File: src/rtl/fault_seq_pkg.sv
// Shared state encoding and default parameters for the fault shutdown sequencer.
// The state values double as the status readback encoding.
package fault_seq_pkg;

    typedef enum logic [2:0] {
        RUN       = 3'd0,
        RAMP_DOWN = 3'd1,
        HOLD      = 3'd2,
        RAMP_UP   = 3'd3,
        LOCKOUT   = 3'd4
    } seq_state_t;

    localparam int DEF_GAIN_W      = 16;
    localparam int DEF_RAMP_STEP   = 256;
    localparam int DEF_HOLD_CYCLES = 1024;
    localparam int DEF_MAX_FAULTS  = 4;

endpackage

File: src/rtl/gain_slew.sv
// Moves a gain word one step toward a target, landing exactly on the target.
// The gap is measured in GAIN_W+1 bits so the step comparison never wraps.
module gain_slew #(
    parameter int GAIN_W = 16
) (
    input  logic [GAIN_W-1:0] current,
    input  logic [GAIN_W-1:0] target,
    input  logic [GAIN_W:0]   step,
    output logic [GAIN_W-1:0] next_gain
);

    logic [GAIN_W:0] cur_w;
    logic [GAIN_W:0] tgt_w;
    logic [GAIN_W:0] gap;

    // A full step is only taken when the gap exceeds it, so the result stays in range.
    always_comb begin
        cur_w     = {1'b0, current};
        tgt_w     = {1'b0, target};
        gap       = '0;
        next_gain = current;
        if (cur_w < tgt_w) begin
            gap       = tgt_w - cur_w;
            next_gain = (gap <= step) ? target : GAIN_W'(cur_w + step);
        end else if (cur_w > tgt_w) begin
            gap       = cur_w - tgt_w;
            next_gain = (gap <= step) ? target : GAIN_W'(cur_w - step);
        end
    end

endmodule

File: src/rtl/fault_shutdown_sequencer.sv
// Ramps the AM carrier gain down on watchdog faults, holds it muted, then soft-starts it again.
// Repeated faults latch a lockout that only an operator clear releases.
module fault_shutdown_sequencer
    import fault_seq_pkg::*;
#(
    parameter int GAIN_W      = DEF_GAIN_W,
    parameter int RAMP_STEP   = DEF_RAMP_STEP,
    parameter int HOLD_CYCLES = DEF_HOLD_CYCLES,
    parameter int MAX_FAULTS  = DEF_MAX_FAULTS
) (
    input  logic              clk,
    input  logic              rst,
    input  logic              force_reset,
    input  logic              warning,
    input  logic              fault_clear,
    output logic [GAIN_W-1:0] gain_out,
    output logic              muted,
    output logic              lockout,
    output logic [3:0]        fault_count,
    output logic [2:0]        state
);

    localparam int                STEP_W      = GAIN_W + 1;
    localparam logic [GAIN_W-1:0] GAIN_MAX    = {GAIN_W{1'b1}};
    localparam logic [GAIN_W-1:0] DUCK        = GAIN_MAX >> 1;
    localparam logic [GAIN_W:0]   STEP        = STEP_W'(RAMP_STEP);
    localparam int                HOLD_W      = (HOLD_CYCLES > 1) ? $clog2(HOLD_CYCLES) : 1;
    localparam logic [HOLD_W-1:0] HOLD_RELOAD = HOLD_W'(HOLD_CYCLES - 1);

    seq_state_t        state_q;
    logic [GAIN_W-1:0] gain_q;
    logic [3:0]        count_q;
    logic [3:0]        count_inc;
    logic [HOLD_W-1:0] hold_q;
    logic              force_q;
    logic              fault_evt;
    logic              hit_lockout;
    logic [GAIN_W-1:0] run_target;
    logic [GAIN_W-1:0] slew_target;
    logic [GAIN_W-1:0] slew_next;

    // A fault drags the slew target to zero in the same cycle it is seen.
    always_comb begin
        fault_evt   = force_reset & ~force_q;
        count_inc   = (count_q == 4'hF) ? 4'hF : count_q + 4'd1;
        hit_lockout = int'(count_inc) >= MAX_FAULTS;
        run_target  = warning ? DUCK : GAIN_MAX;
        slew_target = run_target;
        if (state_q == RAMP_DOWN || fault_evt) begin
            slew_target = '0;
        end
    end

    gain_slew #(
        .GAIN_W (GAIN_W)
    ) u_slew (
        .current   (gain_q),
        .target    (slew_target),
        .step      (STEP),
        .next_gain (slew_next)
    );

    always_ff @(posedge clk or posedge rst) begin
        if (rst) begin
            state_q <= RUN;
            gain_q  <= '0;
            count_q <= '0;
            hold_q  <= '0;
            force_q <= 1'b0;
        end else begin
            force_q <= force_reset;
            if (state_q == LOCKOUT) begin
                gain_q <= '0;
                if (fault_clear) begin
                    state_q <= HOLD;
                    count_q <= '0;
                    hold_q  <= HOLD_RELOAD;
                end
            end else if (fault_evt) begin
                count_q <= count_inc;
                if (hit_lockout) begin
                    state_q <= LOCKOUT;
                    gain_q  <= '0;
                end else if (state_q == HOLD) begin
                    hold_q <= HOLD_RELOAD;
                end else begin
                    gain_q <= slew_next;
                    if (slew_next == '0) begin
                        state_q <= HOLD;
                        hold_q  <= HOLD_RELOAD;
                    end else begin
                        state_q <= RAMP_DOWN;
                    end
                end
            end else begin
                if (fault_clear) begin
                    count_q <= '0;
                end
                unique case (state_q)
                    RUN: begin
                        gain_q <= slew_next;
                    end
                    RAMP_DOWN: begin
                        gain_q <= slew_next;
                        if (slew_next == '0) begin
                            state_q <= HOLD;
                            hold_q  <= HOLD_RELOAD;
                        end
                    end
                    HOLD: begin
                        // The first upward step is taken on the same edge that leaves HOLD.
                        if (hold_q == '0) begin
                            gain_q  <= slew_next;
                            state_q <= (slew_next == run_target) ? RUN : RAMP_UP;
                        end else begin
                            hold_q <= hold_q - 1'b1;
                        end
                    end
                    RAMP_UP: begin
                        gain_q <= slew_next;
                        if (slew_next == run_target) begin
                            state_q <= RUN;
                        end
                    end
                    default: begin
                        gain_q <= '0;
                    end
                endcase
            end
        end
    end

    assign gain_out    = gain_q;
    assign muted       = (gain_q == '0);
    assign lockout     = (state_q == LOCKOUT);
    assign fault_count = count_q;
    assign state       = state_q;

endmodule

File: config.mk
export PLATFORM = sky130hd
export DESIGN_NAME = fault_shutdown_sequencer
export DESIGN_NICKNAME = d
export VERILOG_FILES = /design/src/rtl/fault_seq_pkg.sv /design/src/rtl/gain_slew.sv /design/src/rtl/fault_shutdown_sequencer.sv
export SDC_FILE = /design/constraint.sdc
export NUM_CORES = 1
export LEC_CHECK = 0
export ABC_AREA = 1
export CAP_MARGIN = 20
export CORE_AREA = 2 2 113 158
export CTS_CLUSTER_DIAMETER = 150
export DETAILED_ROUTE_END_ITERATION = 8
export DIE_AREA = 0 0 115 160
export GPL_TIMING_DRIVEN = 0
export PLACE_DENSITY = 0.58
export RECOVER_POWER = 25
export SLEW_MARGIN = 15
export SYNTH_ARGS = -nofsm -noshare
export SYNTH_HDL_FRONTEND = slang
export SYNTH_SLANG_ARGS = --single-unit
File: constraint.sdc
create_clock -name clk -period 7.8 [get_ports clk]
set_clock_uncertainty 0.2 [all_clocks]
set_input_delay 0.78 -clock clk [delete_from_list [all_inputs] [get_ports clk]]
set_output_delay 0.78 -clock clk [all_outputs]
set_load 0.02 [all_outputs]
== Word level (Yosys, flattened, before mapping) ==
Cells that the tools add are included.
Word-level totals
  register bits: 34
  bits of input ports: 5
  output and inout port bits: 25
  word-level logic and storage cells: 77
Operators by class
  $add $sub $neg: 6
  $lt $le $gt $ge: 5
  eq/ne operators: 13
  mux-type cells: 35
  bitwise gates (word level): 2
  reduce and logical (&&, ||, !) cells: 11
Operators with widths (count)
  16-bit two-way mux: 11
  10-bit two-way mux: 7
  17-bit by 9-bit less-or-equal comparator with 1-bit output, second input constant: 2
  16-bit by 16-bit subtractor with 17-bit output: 2
  16-bit logical NOT: 2
  16-bit case mux with 2 select lines: 1
  3-bit two-way mux: 8
  10-bit case mux with 2 select lines: 1
  16-bit by 9-bit adder with 16-bit output, second input constant: 1
  16-bit == test: 1
  16-bit > comparator: 1
  16-bit < comparator: 1
  4-bit two-way mux: 4
  16-bit by 9-bit subtractor with 16-bit output, second input constant: 1
  4-bit inequality test, second input constant: 3
  10-bit logical NOT: 1
  10-bit by 1-bit subtractor with 10-bit output, second input constant: 1
  3-bit case mux with 3 select lines: 1
  4-bit by 3-bit inequality test with 1-bit output, second input constant: 2
  3-bit by 2-bit == test with 1-bit output, second input constant: 2
  6-bit AND reduction: 1
  5-bit nonzero test: 1
  4-bit by 1-bit adder with 4-bit output, second input constant: 1
  4-bit == test, second input constant: 1
  14 further kinds: 15

== Logic depth before layout (Yosys ltp) ==
Gate-level depths: netlist of the first run.
  word-level depth: 15
  depth in mapped cells: 33
  gate-level depth less buffers: 33

== Modules after synthesis ==
From an unflattened synthesis of the first run, not the netlist that was laid out.
Unflattened totals
  cell total of the unflattened synthesis: 1237
  area total of the unflattened synthesis: 7313.3 um2
By module, submodules not included
  gain_slew: instances 1, cells each 912, area an instance 5124.9 um2, sequential area each 0.0 um2
  fault_shutdown_sequencer: instances 1, cells each 325, area an instance 2188.3 um2, sequential area each 850.8 um2

== Worst setup path after synthesis of the first run ==
OpenSTA, ideal clock, no wires.
  path kind: input to register
  start point: input force_reset
  end point: register state_q[0], in the netlist state[0]
  setup time: 0.117 ns
  data arrival time: 4.826 ns
  required time: 7.483 ns
  setup slack: 2.657 ns
  cell stages on the path: 28
  path buffers: 2
  cell sequence: inv_1 nor2_1 nor2_1 inv_1 ha_1 nand2_1 nor2_2 nand2_1 nand3_1 nand2_1 nand3_2 inv_2 nor2_1 nand2_1 nor2_4 nand4_4 buf_6 nand3_1 nand2_1 nor2_1 nand2_1 nor2_2 nand2_2 buf_6 nand2_1 nand2_1 nand3_1 nand2_1
On the way
  cells in the longest elaborated chain, start to end: 14
  elaborated cells between the ends (all ways): 29
  classes of those cells: 2 x add/sub; 4 x order compare; 5 x eq/ne; 13 x mux; 1 x bitwise; 4 x reduce/logical
Ends and longest elaborated chain
  start: declaration: line fault_shutdown_sequencer.sv:13  | input logic force_reset,
  1-bit AND *: line fault_shutdown_sequencer.sv:44  | fault_evt = force_reset & ~force_q;
  1-bit logical OR: line fault_shutdown_sequencer.sv:49  | if (state_q == RAMP_DOWN || fault_evt) begin
  16-bit two-way mux: line fault_shutdown_sequencer.sv:49
  16-bit by 16-bit subtractor with 17-bit output: line gain_slew.sv:26  | gap = cur_w - tgt_w;
  17-bit by 9-bit less-or-equal comparator with 1-bit output: line gain_slew.sv:27  | next_gain = (gap <= step) ? target : GAIN_W'(cur_w - step);
  16-bit two-way mux: line gain_slew.sv:27
  16-bit two-way mux: line gain_slew.sv:25  | end else if (cur_w > tgt_w) begin
  16-bit two-way mux: line gain_slew.sv:22  | if (cur_w < tgt_w) begin
  16-bit == test or 16-bit logical NOT (tied branches)
  2-bit two-way mux, on equally long branches: line fault_shutdown_sequencer.sv:114, fault_shutdown_sequencer.sv:88
  3-bit two-way mux, on equally long branches: line fault_shutdown_sequencer.sv:112, fault_shutdown_sequencer.sv:84
  3-bit case mux with 3 select lines or 3-bit two-way mux (tied branches): line fault_shutdown_sequencer.sv:99, fault_shutdown_sequencer.sv:81
  3-bit two-way mux: line fault_shutdown_sequencer.sv:79  | end else if (fault_evt) begin
  3-bit two-way mux: line fault_shutdown_sequencer.sv:72  | if (state_q == LOCKOUT) begin
  end signal: assignment: line fault_shutdown_sequencer.sv:114  | state_q <= (slew_next == run_target) ? RUN : RAMP_UP;
  end: declaration: line fault_shutdown_sequencer.sv:30  | seq_state_t state_q;
Every way passes the cells marked *; elsewhere a longest branch is shown, timed or not. The select of a mux whose other input is x is not followed.
A chain may end at the register's enable or synchronous reset.

== Worst setup path in the final report of the first run ==
  start point: input force_reset
  end point: register state_q[1], in the netlist state[1]
The elaborated chain is that of the path after synthesis.

==> impl_metrics.yaml, run 1 <==
outcome:
  outcome: "finished with violations"
  violations: "capacitance limit, slew limit"
finish:
  drive_above_1_share_pct: 7.70
  syn_to_final_growth_pct: 14.8
  multiInputGateArea_sq_um: 3610
  diodes: 0
  regArea_sq_um: 851
  nFillCells: 1921
  stdcell_count: 1154
  final_area_sq_um: 5930
  nNetsFinal: 995
synth:
  synth.most_common_cell: "nand2_1"
  synth_area_per_cell_sq_um: 5.68
  synth_edf_count: 0
  ys_warn_count: 0
  ys_ff_latch: 34
  async_flop_share_pct: 100
  seq_area_frac_synth_pct: 16.5
  synth_cells: 909
  yosys-top-cells-area: "nand2_1, dfrtp_1, inv_1"
  synth_flop_cell: "dfrtp_1"
  synthTopCellsByCount: "nand2_1, inv_1, nand3_1"
  ys_types: 42
  synth_area_sq_um: 5160
  synthesis.nets: 957
  synth_top_cell_area_share_pct: 25.5
  yosys.area.top_type: "nand2_1"
flow_run:
  max-cap-violations: 1
sta:
  rsz0062_at_grt: "false"
  setup-violations-final: 0
  worst_slew_pin_slew_ps: 1800
  maxSlewHeadroom_pct: -19.9
  post-route-min-period_ps: 6020
  drv_slew: 31
  max_freq_mhz: 166
  hold-worst-slack_ps: 343
  timing.final.crit_share_pct: 77.2
  setup_tns_ps: 0
  hold_viol_final: 0
cts:
  clk_latency_ps: 280
  clkSinkCount: 34
  cts_tree: "yes"
  clkTransAtPathRegs_ps: 60
  cts_buffers: 5
  post_cts_buffers: 0
  cts_resized: 0
  ctsHoldBuffers: 0
  htree_levels: 2
  cts-root-buf: "clkbuf_16"
  clk_path_buf_depth: 2
placed_design:
  port_buffers: 29
  routabilityCongestion: 0.932
  dpl.cell_count: 1146
  dpl_cell_area_sq_um: 5750
  hpwl_um: 13900
critical_path:
  path_class: "in2reg"
  cp-end-kind: "flip-flop"
  cp-start-kind: "primary input"
  r2r-start: "state[2]$_DFFE_PP0P_"
  startpoint: "force_reset"
  critPathRequiredTime_ps: 7780
  arrival_ps: 5990
  worstPathMaxFanout: 20
route:
  dr.pass1.iters: 7
  routed_wl_um: 17000
  drc: 0
  routed-via-count: 5666
  drt_iter0_markers: 439
  final_antenna_net_count: 0
  vias_per_cell: 4.91
  wl_per_cell_um: 14.7
die:
  io_pins: 30
  initial_utilization_pct: 30.2
  core-area_sq_um: 17100
  rows: 57
  die_h_um: 160
  die_width_um: 115
  die-area_sq_um: 18400
global_route:
  grt_pass1_vias: 5490
  grtUsageMet2_pct: 35.1
  track_usage_pct: 18.6
  grt_pass1_wl_um: 27200
  grt-ovfl-total: 0
  busiest_layer: "met2"
  grt_max_degree: 31
  met3_usage_pct: 1.40
  antenna_found_initial: 0
  use_met1_pct: 20.0
power:
  p_per_area_nw_per_um2: 451
  leakagePower_uw: 0.00333
  irDropWorstVdd_mv: 0.144
hold_path:
  hp-class: "reg2reg"
  hold_path_startpoint: "state[0]$_DFFE_PP0P_"
per-layer routing:
layer	wire, um	vias to the layer above
met5	0	-
met4	1030	0
met3	403	65
met2	8980	128
met1	6540	2538
li1	-	2935
through the flow:
step	util (%)	power (uW)	worst slack, ps
2_1_floorplan	-	1820	2660
3_3_place_gp	33.4	2370	424
3_5_place_dp	33.6	2380	1580
4_1_cts	34.7	2670	1870
5_1_grt	34.6	2950	1350
6_report	34.6	2670	1780
final timing paths:
check | end | slack, ps | cells after the start
max | state[1]$_DFFE_PP0P_ | 1780 | 28
min | state[0]$_DFFE_PP0P_ | 340 | 2
max reg2reg | state[1]$_DFFE_PP0P_ | 2500 | 26
min reg2reg | state[0]$_DFFE_PP0P_ | 340 | 2
max in group asynchronous | hold_q[2]$_DFFE_PP0P_ | 4860 | 3
min in group asynchronous | gain_out[10]$_DFFE_PP0P_ | 630 | 2
cells by family (layout without fill, tap and decap cells):
family                     Yosys count  in the layout  share of synthesized area (%)
and+or+nand+nor                    559            559                           47.7
buffers and inverters              177            216                           13.7
adders and majority gates           43             43                           10.4
xor gates and xnor gates            14             14                           2.37
AOI/OAI and AO/OA                   82             82                           9.35
DFF                                 34             34                           16.5
state kept, by name, summed over array words and instances, names as in the netlist:
name         flops
gain_out        16
state            3
hold_q          10
fault_count      4
force_q          1
layout make-up:
| type | count | area share (%) |
|---|---|---|
| plain buffers | 15 | 1.65 |
| clock inverters | 2 | 1.01 |
| flip-flops and latches | 34 | 14.4 |
| clock buffers | 6 | 2.34 |
| repair buffers | 31 | 5.15 |
| multi-input cells | 698 | 60.9 |
| well taps | 206 | 4.35 |
| inverters | 162 | 10.3 |
critical path: stages:
cell           delay (ps)
dlygate4sd3_1         560
inv_1                  40
nor2_1                360
nor2_2                230
inv_1                 750
nor2_1                230
ha_1                  470
nand2_1               180
nor3_4                320
a21o_1                160
nand2_1                50
nor2_1                130
nand4_2               290
buf_6                 260
nand2_1                80
nand2_1                50
nand2_1                50
nand2_1                70
nor2_1                180
nand2_1                80
nor2_1                 90
nand3_1               140
nand2_1                90
nand2_1                60
nand2_2                70
nand2_1                90
nand2_1                70
nand2_1                50
power breakdown:
part | switching (uW) | internal (uW) | total, uW
clock | 79.0 | 192 | 271
combinational | 1430 | 683 | 2110
sequential | 63.6 | 227 | 290
cells in the final DEF, fill, tap and decap left out, types with 3 or more instances in the layout:
master	n
a21oi_1	27
xor2_1	11
nor3_1	11
o21ai_1	6
a22oi_1	9
clkbuf_1	6
nand3_2	12
inv_2	14
clkbuf_16	5
buf_2	3
buf_6	5
dfrtp_1	34
nand2_2	11
nand3_1	75
clkdlybuf4s50_1	27
o22ai_1	16
nor2_2	7
inv_1	146
nor2_4	4
nand2_1	351
ha_1	43
o21ai_0	16
nor2_1	61
nand4_1	17
xnor2_1	3
Power figures use the tool's default switching activity.
==> run 2: changes to the inputs <==
==> constraint.sdc (replaced) <==
create_clock -name clk -period 6.23 [get_ports clk]
set_clock_uncertainty 0.2 [all_clocks]
set_input_delay 0.623 -clock clk [delete_from_list [all_inputs] [get_ports clk]]
set_output_delay 0.623 -clock clk [all_outputs]
set_load 0.02 [all_outputs]
==> impl_metrics.yaml, run 2 (synthesized netlist as in run 1, its figures left out) <==
route:
  vias_per_cell: 4.91
  wl_met1_um: 6540
  met3_length_um: 403
  routed-via-count: 5666
  dr.pass1.iters: 7
  drt_iter0_markers: 439
  wl_met2_um: 8980
  routed_wl_um: 17000
  drc: 0
  final_antenna_net_count: 0
  highest_layer: "met4"
  wl_per_cell_um: 14.7
sta:
  rsz0062_at_grt: "false"
  post-route-min-period_ps: 5790
  hold_viol_final: 0
  worst_slew_pin_slew_ps: 1800
  maxSlewHeadroom_pct: -19.9
  setup-violations-final: 0
  timing.final.crit_share_pct: 92.9
  setup_tns_ps: 0
  max_freq_mhz: 173
  drv_slew: 31
global_route:
  grt-ovfl-total: 0
  grt_pass1_wl_um: 27200
  antenna_found_initial: 0
  track_usage_pct: 18.6
  grt_pass1_vias: 5490
  grt_max_degree: 31
critical_path:
  path_class: "in2reg"
  cp-end-kind: "flip-flop"
  cp-start-kind: "primary input"
  critPathRequiredTime_ps: 6210
  r2r_cells: 26
  worstPathMaxFanout: 20
  arrival_ps: 5760
flow_run:
  max-cap-violations: 1
cts:
  clkSinkCount: 34
  clkTransAtPathRegs_ps: 60
  cts_resized: 0
  cts_tree: "yes"
  clk_latency_ps: 280
  cts-root-buf: "clkbuf_16"
  clk_path_buf_depth: 2
  post_cts_buffers: 0
  cts_buffers: 5
  ctsHoldBuffers: 0
  htree_levels: 2
power:
  seq_power_share_pct: 10.9
  p_per_area_nw_per_um2: 564
  intPower_uw: 1380
  leakagePower_uw: 0.00333
  swShare_pct: 58.8
  p_total_uw: 3350
  clock_power_share_pct: 10.1
  comb_power_share_pct: 79.0
  irDropWorstVdd_mv: 0.180
  p_switching_uw: 1970
finish:
  syn_to_final_growth_pct: 14.8
  drive_above_1_share_pct: 7.70
  final_area_sq_um: 5930
  diodes: 0
  nNetsFinal: 995
  largest_reg_flops: 16
  final_common_cell: "nand2_1"
  most-common-layout-cells: "nand2_1, inv_1, nand3_1"
die:
  io_pins: 30
  die_width_um: 115
  core-area_sq_um: 17100
  die-area_sq_um: 18400
  rows: 57
  initial_utilization_pct: 30.2
  die_h_um: 160
placed_design:
  hpwl_um: 13900
  dpl_cell_area_sq_um: 5750
  port_buffers: 29
  routabilityCongestion: 0.932
hold_path:
  hp-class: "reg2reg"
  hold-path-cell-count: 2
outcome:
  violations: "capacitance limit, slew limit"
  outcome: "finished with violations"
-- run 2: power by group through the flow --
stage / Clock [uW] / Combinational, uW / Sequential (uW)
final: 339 / 2640 / 364
after global routing: 355 / 2970 / 375
after CTS: 347 / 2630 / 365
after detailed placement: 0 / 2620 / 369
after global placement: 0 / 2600 / 369
after floorplan: 0 / 1880 / 402
-- run 2: stage by stage --
step	hold WS, ps	cells	setup WS, ps	util (%)
global route	367	1154	9.38	34.6
detailed placement	333	1146	172	33.6
floorplan	375	909	1240	-
CTS	340	1154	459	34.7
finish	343	1154	441	34.6
global placement	327	1144	-989	33.4
-- run 2: final timing paths --
kind	from	endpoint	slack (ps)
setup / recovery	force_reset	state[1]$_DFFE_PP0P_	440
hold reg to reg	state[0]$_DFFE_PP0P_	state[0]$_DFFE_PP0P_	340
min in group asynchronous	rst	gain_out[10]$_DFFE_PP0P_	470
max in group asynchronous	rst	hold_q[2]$_DFFE_PP0P_	3440
hold / removal	state[0]$_DFFE_PP0P_	state[0]$_DFFE_PP0P_	340
setup reg to reg	state[2]$_DFFE_PP0P_	state[1]$_DFFE_PP0P_	930
-- run 2: routing by layer --
layer	vias to the layer above	global-route usage [%]
met5	-	0
met4	0	10.4
met3	65	1.40
met2	128	35.1
met1	2538	20.0
li1	2935	-
-- run 2: final cells by class --
cell class              instances  area (sq um)
flip-flops and latches         34           851
fillers                      1921         11200
well taps                     206           258
multi-input cells             698          3610
inverters                     162           608
repair buffers                 31           305
plain buffers                  15          97.6
clock buffers                   6           139
clock inverters                 2          60.1
-- run 2: worst max-delay path, cell delays in order --
cell and delay (ps):
clkdlybuf4s50_1 490, inv_1 40, nor2_1 360, nor2_2 230, inv_1 750, nor2_1 230, ha_1 470, nand2_1 180
nor3_4 320, a21o_1 160, nand2_1 50, nor2_1 130, nand4_2 290, buf_6 260, nand2_1 80, nand2_1 50
nand2_1 50, nand2_1 70, nor2_1 180, nand2_1 80, nor2_1 90, nand3_1 140, nand2_1 90, nand2_1 60
nand2_2 70, nand2_1 90, nand2_1 70, nand2_1 50
==> run 3: changes to the inputs <==
--- a/config.mk
+++ b/config.mk
@@ -11,7 +11,6 @@
 export CTS_CLUSTER_DIAMETER = 150
 export DETAILED_ROUTE_END_ITERATION = 8
 export DIE_AREA = 0 0 115 160
-export GPL_TIMING_DRIVEN = 0
 export PLACE_DENSITY = 0.58
 export RECOVER_POWER = 25
 export SLEW_MARGIN = 15
==> impl_metrics.yaml, run 3 (synthesized netlist as in run 1, its figures left out) <==
outcome:
  outcome: "finished with violations"
  violations: "capacitance limit, slew limit"
global_route:
  grt_pass1_wl_um: 26800
  grt-ovfl-total: 0
  antenna_found_initial: 0
  track_usage_pct: 18.2
  grt_max_degree: 35
  grt_pass1_vias: 5456
critical_path:
  crit_top_cell: "nand2_1"
  critPathRequiredTime_ps: 6260
  worstPathMaxFanout: 16
  r2r_end: "state[1]$_DFFE_PP0P_"
  cp-end-kind: "flip-flop"
  r2r_cells: 30
  cpPeakStageDelay_ps: 550
  r2r-start: "state[2]$_DFFE_PP0P_"
  arrival_ps: 5470
  cp-start-kind: "primary input"
  r2r_slack_ps: 1210
  slowest_stage: "dlygate4sd3_1"
  path_class: "in2reg"
finish:
  drive_above_1_share_pct: 7.05
  nFillCells: 1945
  largest_reg_flops: 16
  final_common_cell: "nand2_1"
  most-common-layout-cells: "nand2_1, inv_1, nand3_1"
  nNetsFinal: 983
  final_core_util_pct: 33.9
  diodes: 0
  syn_to_final_growth_pct: 12.3
route:
  vias_per_cell: 4.91
  routed-via-count: 5609
  final_antenna_net_count: 0
  wl_per_cell_um: 14.5
  dr.pass1.iters: 5
  drc: 0
  drt_iter0_markers: 372
  routed_wl_um: 16600
flow_run:
  max-cap-violations: 1
sta:
  worst_slew_pin_slew_ps: 1970
  max_freq_mhz: 184
  maxSlewHeadroom_pct: -31.5
  setup_tns_ps: 0
  post-route-min-period_ps: 5440
  setup-violations-final: 0
  rsz0062_at_grt: "false"
  hold_viol_final: 0
  drv_slew: 35
  timing.final.crit_share_pct: 87.4
hold_path:
  hp-class: "reg2reg"
  hold_path_startpoint: "fault_count[0]$_DFF_PP0_"
  hold-path-cell-count: 1
  worstHoldEndpoint: "fault_count[0]$_DFF_PP0_"
cts:
  cts_tree: "yes"
  clk_path_buf_depth: 2
  clkSinkCount: 34
  cts-root-buf: "clkbuf_16"
  clkTransAtPathRegs_ps: 60
  htree_levels: 2
  ctsHoldBuffers: 0
  cts_buffers: 5
  post_cts_buffers: 0
  cts_resized: 0
  clk_latency_ps: 290
die:
  die_h_um: 160
  rows: 57
  io_pins: 30
  die_width_um: 115
  initial_utilization_pct: 30.2
  die-area_sq_um: 18400
  core-area_sq_um: 17100
placed_design:
  port_buffers: 29
  hpwl_um: 13600
  routabilityCongestion: 0.891
power:
  irDropWorstVdd_mv: 0.257
  p_per_area_nw_per_um2: 559
  leakagePower_uw: 0.00327
run 3: per-layer routing:
layer  track usage, %  wire, um  vias up
met5                0         0        -
met4             8.49       669        0
met1             19.5      6550     2551
met2             35.1      9000      116
li1                 -         -     2903
met3             1.52       354       39
run 3: power breakdown:
part / total [uW] / internal (uW) / switching (uW)
combinational: 2600 / 838 / 1770
sequential: 374 / 284 / 90.0
clock: 264 / 159 / 106
run 3: critical path: cells and delay by family:
kind	cells	cell delay [ps]
AND/OR/NAND/NOR	26	3370
buffers and inverters	5	1200
adder cells (fa/ha/maj)	1	260
run 3: worst max-delay path by stage:
stage | from | to | cells past startpoint
after detailed placement | force_reset | state[1]$_DFFE_PP0P_ | 32
after CTS | force_reset | state[1]$_DFFE_PP0P_ | 32
final | force_reset | state[1]$_DFFE_PP0P_ | 32
after global routing | force_reset | state[0]$_DFFE_PP0P_ | 29
after floorplan | force_reset | state[0]$_DFFE_PP0P_ | 28
after global placement | force_reset | state[1]$_DFFE_PP0P_ | 32
run 3: layout make-up:
class	instances	area [sq um]	area share [%]
multi-input cells	698	3610	62.2
inverters	162	608	10.5
clock buffers	6	139	2.39
clock inverters	2	12.5	0.216
repair buffers	34	324	5.59
well taps	206	258	4.44
flip-flops and latches	34	851	14.7
run 3: stage by stage:
stage	power (uW)	hold WS [ps]	instances	cell area [sq um]	setup slack, ps
after global placement	2970	349	1134	5650	675
after floorplan	2280	375	909	5160	1240
final	3240	357	1142	5800	787
after global routing	3580	391	1142	5800	395
after detailed placement	2970	349	1134	5650	628
after CTS	3240	361	1142	5800	916
